**src/rtl/mem_port_arbiter.sv**
```systemverilog
// ---------------------------------------------------------------------------
// mem_port_arbiter
//
// Shares one single-port 16-bit data memory between three requesters:
//   * the CPU load/store port (stalls on cpu_ack),
//   * the serial loader (words buffered in a 4-entry FIFO, written to a
//     wrapping buffer at SERIAL_BASE),
//   * the gamepad status writer (latest sample written to GAMEPAD_ADDR).
// Peripheral writes never stall their sources; a full serial FIFO drops
// the incoming word and raises the sticky serial_overflow flag.
//
// Ports
//   Clock, Reset        clock (rising edge), synchronous active-low reset
//   cpu_req/we/addr/wdata  CPU request, held until cpu_ack
//   cpu_ack, cpu_rdata  one-cycle completion pulse, read data (held)
//   serialValid/Read    one-cycle serial word strobe
//   gp_valid/gp_data    one-cycle gamepad sample strobe
//   mem_en/we/addr/wdata  registered memory port
//   mem_rdata           memory read data, one cycle after mem_en
//   serial_count        serial words written since reset (wraps)
//   serial_overflow     sticky: a serial word was dropped
// ---------------------------------------------------------------------------
module mem_port_arbiter #(
    parameter int                ADDR_W       = 16,
    parameter logic [ADDR_W-1:0] SERIAL_BASE  = 16'hF000,
    parameter int                SERIAL_SIZE  = 256,
    parameter logic [ADDR_W-1:0] GAMEPAD_ADDR = 16'hFFF0
) (
    input  logic              Clock,
    input  logic              Reset,
    input  logic              cpu_req,
    input  logic              cpu_we,
    input  logic [ADDR_W-1:0] cpu_addr,
    input  logic [15:0]       cpu_wdata,
    output logic              cpu_ack,
    output logic [15:0]       cpu_rdata,
    input  logic              serialValid,
    input  logic [15:0]       serialRead,
    input  logic              gp_valid,
    input  logic [15:0]       gp_data,
    output logic              mem_en,
    output logic              mem_we,
    output logic [ADDR_W-1:0] mem_addr,
    output logic [15:0]       mem_wdata,
    input  logic [15:0]       mem_rdata,
    output logic [15:0]       serial_count,
    output logic              serial_overflow
);
    localparam int PTR_W = $clog2(SERIAL_SIZE);

    typedef enum logic [1:0] {
        S_IDLE,
        S_ACCESS_P,
        S_ACCESS_C,
        S_DONE_C
    } state_t;

    state_t r_state;
    state_t w_state_next;

    // Serial FIFO
    logic [15:0] r_fifo [0:3];
    logic [1:0]  r_fifo_rd;
    logic [1:0]  r_fifo_wr;
    logic [2:0]  r_fifo_cnt;
    logic        w_fifo_empty;
    logic        w_fifo_full;
    logic        w_push;
    logic        w_pop;

    logic [PTR_W-1:0]  r_wptr;
    logic [15:0]       r_serial_count;
    logic              r_overflow;

    logic [15:0]       r_gp_data;
    logic              r_gp_pending;

    logic              r_last_periph;   // previous grant went to a peripheral
    logic              r_grant_serial;  // ACCESS_P is serving the serial FIFO
    logic              r_cpu_we;        // direction of the CPU access in flight
    logic [15:0]       r_cpu_rdata;

    logic              r_mem_en;
    logic              r_mem_we;
    logic [ADDR_W-1:0] r_mem_addr;
    logic [15:0]       r_mem_wdata;

    logic              w_grant_cpu;
    logic              w_grant_ser;
    logic              w_grant_gp;

    assign w_fifo_empty = (r_fifo_cnt == 3'd0);
    assign w_fifo_full  = (r_fifo_cnt == 3'd4);
    assign w_pop        = (r_state == S_ACCESS_P) && r_grant_serial;
    // A pop in the same cycle frees a slot, so a push into a full FIFO is kept.
    assign w_push       = serialValid && (!w_fifo_full || w_pop);

    // ---------------- FSM state register ----------------
    always_ff @(posedge Clock) begin
        if (!Reset) begin
            r_state <= S_IDLE;
        end else begin
            r_state <= w_state_next;
        end
    end

    // ---------------- FSM next state / grant decode ----------------
    always_comb begin
        w_state_next = r_state;
        w_grant_cpu  = 1'b0;
        w_grant_ser  = 1'b0;
        w_grant_gp   = 1'b0;
        case (r_state)
            S_IDLE: begin
                // CPU wins after a peripheral slot, or when nothing else waits.
                if (cpu_req && (r_last_periph || (w_fifo_empty && !r_gp_pending))) begin
                    w_grant_cpu  = 1'b1;
                    w_state_next = S_ACCESS_C;
                end else if (!w_fifo_empty) begin
                    w_grant_ser  = 1'b1;
                    w_state_next = S_ACCESS_P;
                end else if (r_gp_pending) begin
                    w_grant_gp   = 1'b1;
                    w_state_next = S_ACCESS_P;
                end
            end
            S_ACCESS_P: w_state_next = S_IDLE;
            S_ACCESS_C: w_state_next = S_DONE_C;
            S_DONE_C:   w_state_next = S_IDLE;
            default:    w_state_next = S_IDLE;
        endcase
    end

    // ---------------- FIFO storage (no reset needed) ----------------
    always_ff @(posedge Clock) begin
        if (w_push) begin
            r_fifo[r_fifo_wr] <= serialRead;
        end
    end

    // ---------------- Datapath ----------------
    always_ff @(posedge Clock) begin
        if (!Reset) begin
            r_fifo_rd      <= '0;
            r_fifo_wr      <= '0;
            r_fifo_cnt     <= '0;
            r_wptr         <= '0;
            r_serial_count <= '0;
            r_overflow     <= 1'b0;
            r_gp_data      <= '0;
            r_gp_pending   <= 1'b0;
            r_last_periph  <= 1'b0;
            r_grant_serial <= 1'b0;
            r_cpu_we       <= 1'b0;
            r_cpu_rdata    <= '0;
            r_mem_en       <= 1'b0;
            r_mem_we       <= 1'b0;
            r_mem_addr     <= '0;
            r_mem_wdata    <= '0;
        end else begin
            if (w_push) begin
                r_fifo_wr <= r_fifo_wr + 2'd1;
            end
            if (w_pop) begin
                r_fifo_rd      <= r_fifo_rd + 2'd1;
                r_wptr         <= r_wptr + 1'b1;
                r_serial_count <= r_serial_count + 16'd1;
            end
            if (w_push && !w_pop) begin
                r_fifo_cnt <= r_fifo_cnt + 3'd1;
            end else if (!w_push && w_pop) begin
                r_fifo_cnt <= r_fifo_cnt - 3'd1;
            end
            if (serialValid && !w_push) begin
                r_overflow <= 1'b1;
            end

            // The pending flag drops when the write is granted: the sample is
            // captured into mem_wdata at that edge, so a strobe arriving at the
            // grant edge keeps pending set and its newer value is written too.
            if (gp_valid) begin
                r_gp_data    <= gp_data;
                r_gp_pending <= 1'b1;
            end else if (w_grant_gp) begin
                r_gp_pending <= 1'b0;
            end

            r_mem_en <= w_grant_cpu | w_grant_ser | w_grant_gp;
            r_mem_we <= w_grant_ser | w_grant_gp | (w_grant_cpu & cpu_we);
            if (w_grant_ser) begin
                // Base is aligned to the buffer size, so the pointer fills the low bits.
                r_mem_addr  <= {SERIAL_BASE[ADDR_W-1:PTR_W], r_wptr};
                r_mem_wdata <= r_fifo[r_fifo_rd];
            end else if (w_grant_gp) begin
                r_mem_addr  <= GAMEPAD_ADDR;
                r_mem_wdata <= r_gp_data;
            end else if (w_grant_cpu) begin
                r_mem_addr  <= cpu_addr;
                r_mem_wdata <= cpu_wdata;
            end

            if (w_grant_cpu | w_grant_ser | w_grant_gp) begin
                r_last_periph  <= !w_grant_cpu;
                r_grant_serial <= w_grant_ser;
            end
            if (w_grant_cpu) begin
                r_cpu_we <= cpu_we;
            end

            if ((r_state == S_DONE_C) && !r_cpu_we) begin
                r_cpu_rdata <= mem_rdata;
            end
        end
    end

    // Read data passes straight through during DONE_C so it is valid with
    // the ack; afterwards the captured copy holds until the next read.
    assign cpu_ack         = (r_state == S_DONE_C);
    assign cpu_rdata       = ((r_state == S_DONE_C) && !r_cpu_we) ? mem_rdata : r_cpu_rdata;
    assign mem_en          = r_mem_en;
    assign mem_we          = r_mem_we;
    assign mem_addr        = r_mem_addr;
    assign mem_wdata       = r_mem_wdata;
    assign serial_count    = r_serial_count;
    assign serial_overflow = r_overflow;

endmodule

```
**config.mk**
```make
export PLATFORM = sky130hd
export DESIGN_NAME = mem_port_arbiter
export DESIGN_NICKNAME = d
export VERILOG_FILES = /design/src/rtl/mem_port_arbiter.sv
export SDC_FILE = /design/constraint.sdc
export NUM_CORES = 1
export LEC_CHECK = 0
export ABC_AREA = 1
export ABC_CLOCK_PERIOD_IN_PS = 6130
export BUFFER_PORTS_ARGS = -buffer_cell sky130_fd_sc_hd__buf_4
export CORE_MARGIN = 4
export CORE_UTILIZATION = 47
export DETAILED_ROUTE_END_ITERATION = 16
export GPL_TIMING_DRIVEN = 0
export PLACE_DENSITY = 0.76
export SLEW_MARGIN = 20
export SYNTH_ARGS = -nofsm -noshare
export SYNTH_HDL_FRONTEND = slang
export SYNTH_SLANG_ARGS = --single-unit
```
**constraint.sdc**
```tcl
create_clock -name Clock -period 6.13 [get_ports Clock]
set_input_delay 0.3065 -clock Clock [delete_from_list [all_inputs] [get_ports Clock]]
set_output_delay 0.3065 -clock Clock [all_outputs]
set_load 0.02 [all_outputs]
```
==> impl_metrics.toml <==
[status]
outcome = "finished clean"

[worst_setup_path]
crit_required_ns = 6.44
startpoint_type = "flop"
endpoint_kind = "flop"
arrival_ns = 2.77
crit_type = "reg2reg"
cp_max_fo = 10

[floorplanning]
fp.coreArea_mm2 = 0.0158
start_util_pct = 47.8
dieWidth_um = 135
fp.dieArea_mm2 = 0.0182
die_h_um = 135
io_pins = 154
rows = 46

[global_routing]
grt_pass1_vias = 6029
grt.overflow.total = 0
grt_pass1_wl_um = 30000
grt_max_degree = 17
antenna_found_initial = 0
grt.total_usage_pct = 20.9

[cts]
cts_max_level = 4
cts_tree = "built"
cts_setup_buffers = 0
clockBufferDepth = 2
clk-insertion-delay-late_ns = 0.43
ctsResizeCount = 0
cts_buffers = 17
clock-root-buffer = "clkbuf_16"
cts_hold_buf = 0
clk_pin_slew_ns = 0.07
cts_sinks = 170

[sta]
tightest_slew_ns = 0.874
timing.hold.ws_ns = 0.0779
drv_slew = 0
fin_tns_setup_ns = 0
fmax_mhz = 407
hold_viol_final = 0
rsz0062_at_grt = "no"
fin_crit_sh_pct = 40.1
setup_violations = 0
clock_skew_ns = 0.00496
slew_headroom_pct = 41.7
period_needed_ns = 2.46

[placement]
gp_congestion = 0.867
numPortBuffers = 152
dp.final_hpwl_um = 14000

[drt]
drtAntennaViolNets = 0
wire_per_inst_um = 14.3
vias = 6502
drc = 0
viasPerCell = 4.89
drt_wl_total_um = 19000
drtIter0Drc = 433
first_pass_iters = 6

[yosys]
synth-seq-cells = 170
synth_sequential_area_ratio_pct = 53.4
synth.area.top_cells = "dfxtp_1 28%, edfxtp_1 25%, nand2_1 11%"
yosysTopAreaCell = "dfxtp_1"
synth_top_cell_area_share_pct = 28.0
syn_area_per_cell_um2 = 8.16
ys.flop_type = "dfxtp_1"
yosysUniqueCellTypes = 39
synth.most_common_cell = "nand2_1"
synthCells = 928
syn_nets = 1022
async_flop_share_pct = 0
synthesis.area_mm2 = 0.00757
yosysWarnings = 0
synth_enable_flop_cells = 64
synth_common_cells = "213 x nand2_1, 132 x inv_1, 106 x dfxtp_1"

[power]
p_per_area_mw_per_mm2 = 407
irDropWorstVdd_mv = 0.240
p_leak_nw = 4.51

[cells_and_area]
diodes = 0
drive_gt1_share_pct = 22.2
nets = 1196
syn_to_final_growth_pct = 26.8

[job]
cap_violations = 0

[hold_path]
hp-class = "in2reg"
-- area by class of cell --
| class | instances | area [um2] |
|---|---|---|
| Sequential cell | 170 | 4040 |
| Inverter | 151 | 567 |
| Fill cell | 1399 | 6230 |
| Timing Repair Buffer | 155 | 1180 |
| Tap cell | 216 | 270 |
| Clock inverter | 15 | 143 |
| Buffer | 47 | 241 |
| Clock buffer | 17 | 425 |
| Multi-Input combinational cell | 560 | 2730 |
-- per-stage QoR --
step           setup slack, ns  util (%)  total power, mW  std cells  cell area (um2)
5_1_grt                   3.43      60.7             4.15       1331             9600
4_1_cts                   3.70      60.7             3.92       1331             9600
3_5_place_dp              3.72      57.1             2.89       1299             9030
6_report                  3.67      60.7             3.90       1331             9600
2_1_floorplan             4.06         -             2.40        928             7570
3_3_place_gp              3.47      56.8             2.85       1296             8980
-- metal layers --
layer	share of wire [%]	vias to the layer above	routed length, um	track usage (%)
met3	7.5	31	1420	5.59
met5	0	-	0	0
met1	43	2939	8180	26.1
li1	-	3332	-	-
met2	47	200	8980	34.6
met4	2.0	0	382	8.51
-- worst paths after layout --
path | startpoint | to | slack [ns] | depth (start not counted)
max | r_state[0]$_SDFFE_PN0P_ | r_fifo_cnt[2]$_SDFFE_PN0P_ | 3.67 | 12
min | serialRead[6] | r_fifo[3][6]$_DFFE_PP_ | 0.08 | 1
max reg2reg | r_state[0]$_SDFFE_PN0P_ | r_fifo_cnt[2]$_SDFFE_PN0P_ | 3.67 | 12
min reg2reg | mem_addr[4]$_SDFFE_PN0P_ | mem_addr[4]$_SDFFE_PN0P_ | 0.45 | 2
-- logic make-up (layout without fill, tap and decap cells) --
logic type,Yosys count,after routing,synth area share (%)
AND/OR/NAND/NOR,394,394,23.2
buffers and inverters,198,385,10.7
flip-flops,170,170,53.4
AO/OA/AOI/OAI,152,152,10.6
adder cells (fa/ha/maj),8,8,1.42
XOR/XNOR,6,6,0.694
-- sequential cells by signal (all words and copies together), names as in the netlist, 2 cells and up, named ones only --
signal and count:
r_fifo_rd 2, serial_count 16, mem_addr 16, r_cpu_rdata 16, r_state 2, r_gp_data 16, r_fifo 64, r_fifo_cnt 3
r_wptr 8, mem_wdata 16, r_fifo_wr 2
-- critical path, cell delays in order, from the launching register on --
cell and delay (ns):
dfxtp_1 0.46, nand3_2 0.17, buf_4 0.21, nand3_1 0.07
nand2_1 0.21, inv_1 0.12, ha_1 0.14, inv_1 0.07
fa_1 0.39, a21oi_1 0.14, o21ai_0 0.12, o21ai_0 0.17
a21oi_1 0.06
-- placed cells by master, fill, tap and decap left out, types with 16 or more instances in the layout --
cell,n
nand2_1,213
buf_4,160
inv_1,132
dfxtp_1,106
nor2_1,78
edfxtp_1,64
o21ai_0,58
nand3_1,49
a21oi_1,49
nand4_1,29
o21ai_1,26
clkbuf_1,20
clkbuf_16,17
buf_2,16
-- where the power goes --
part | internal, mW | switching (mW)
Sequential | 1.36 | 0.0995
Combinational | 0.517 | 0.895
Clock | 0.566 | 0.465
Note: power is estimated with default switching activity, not from simulation.
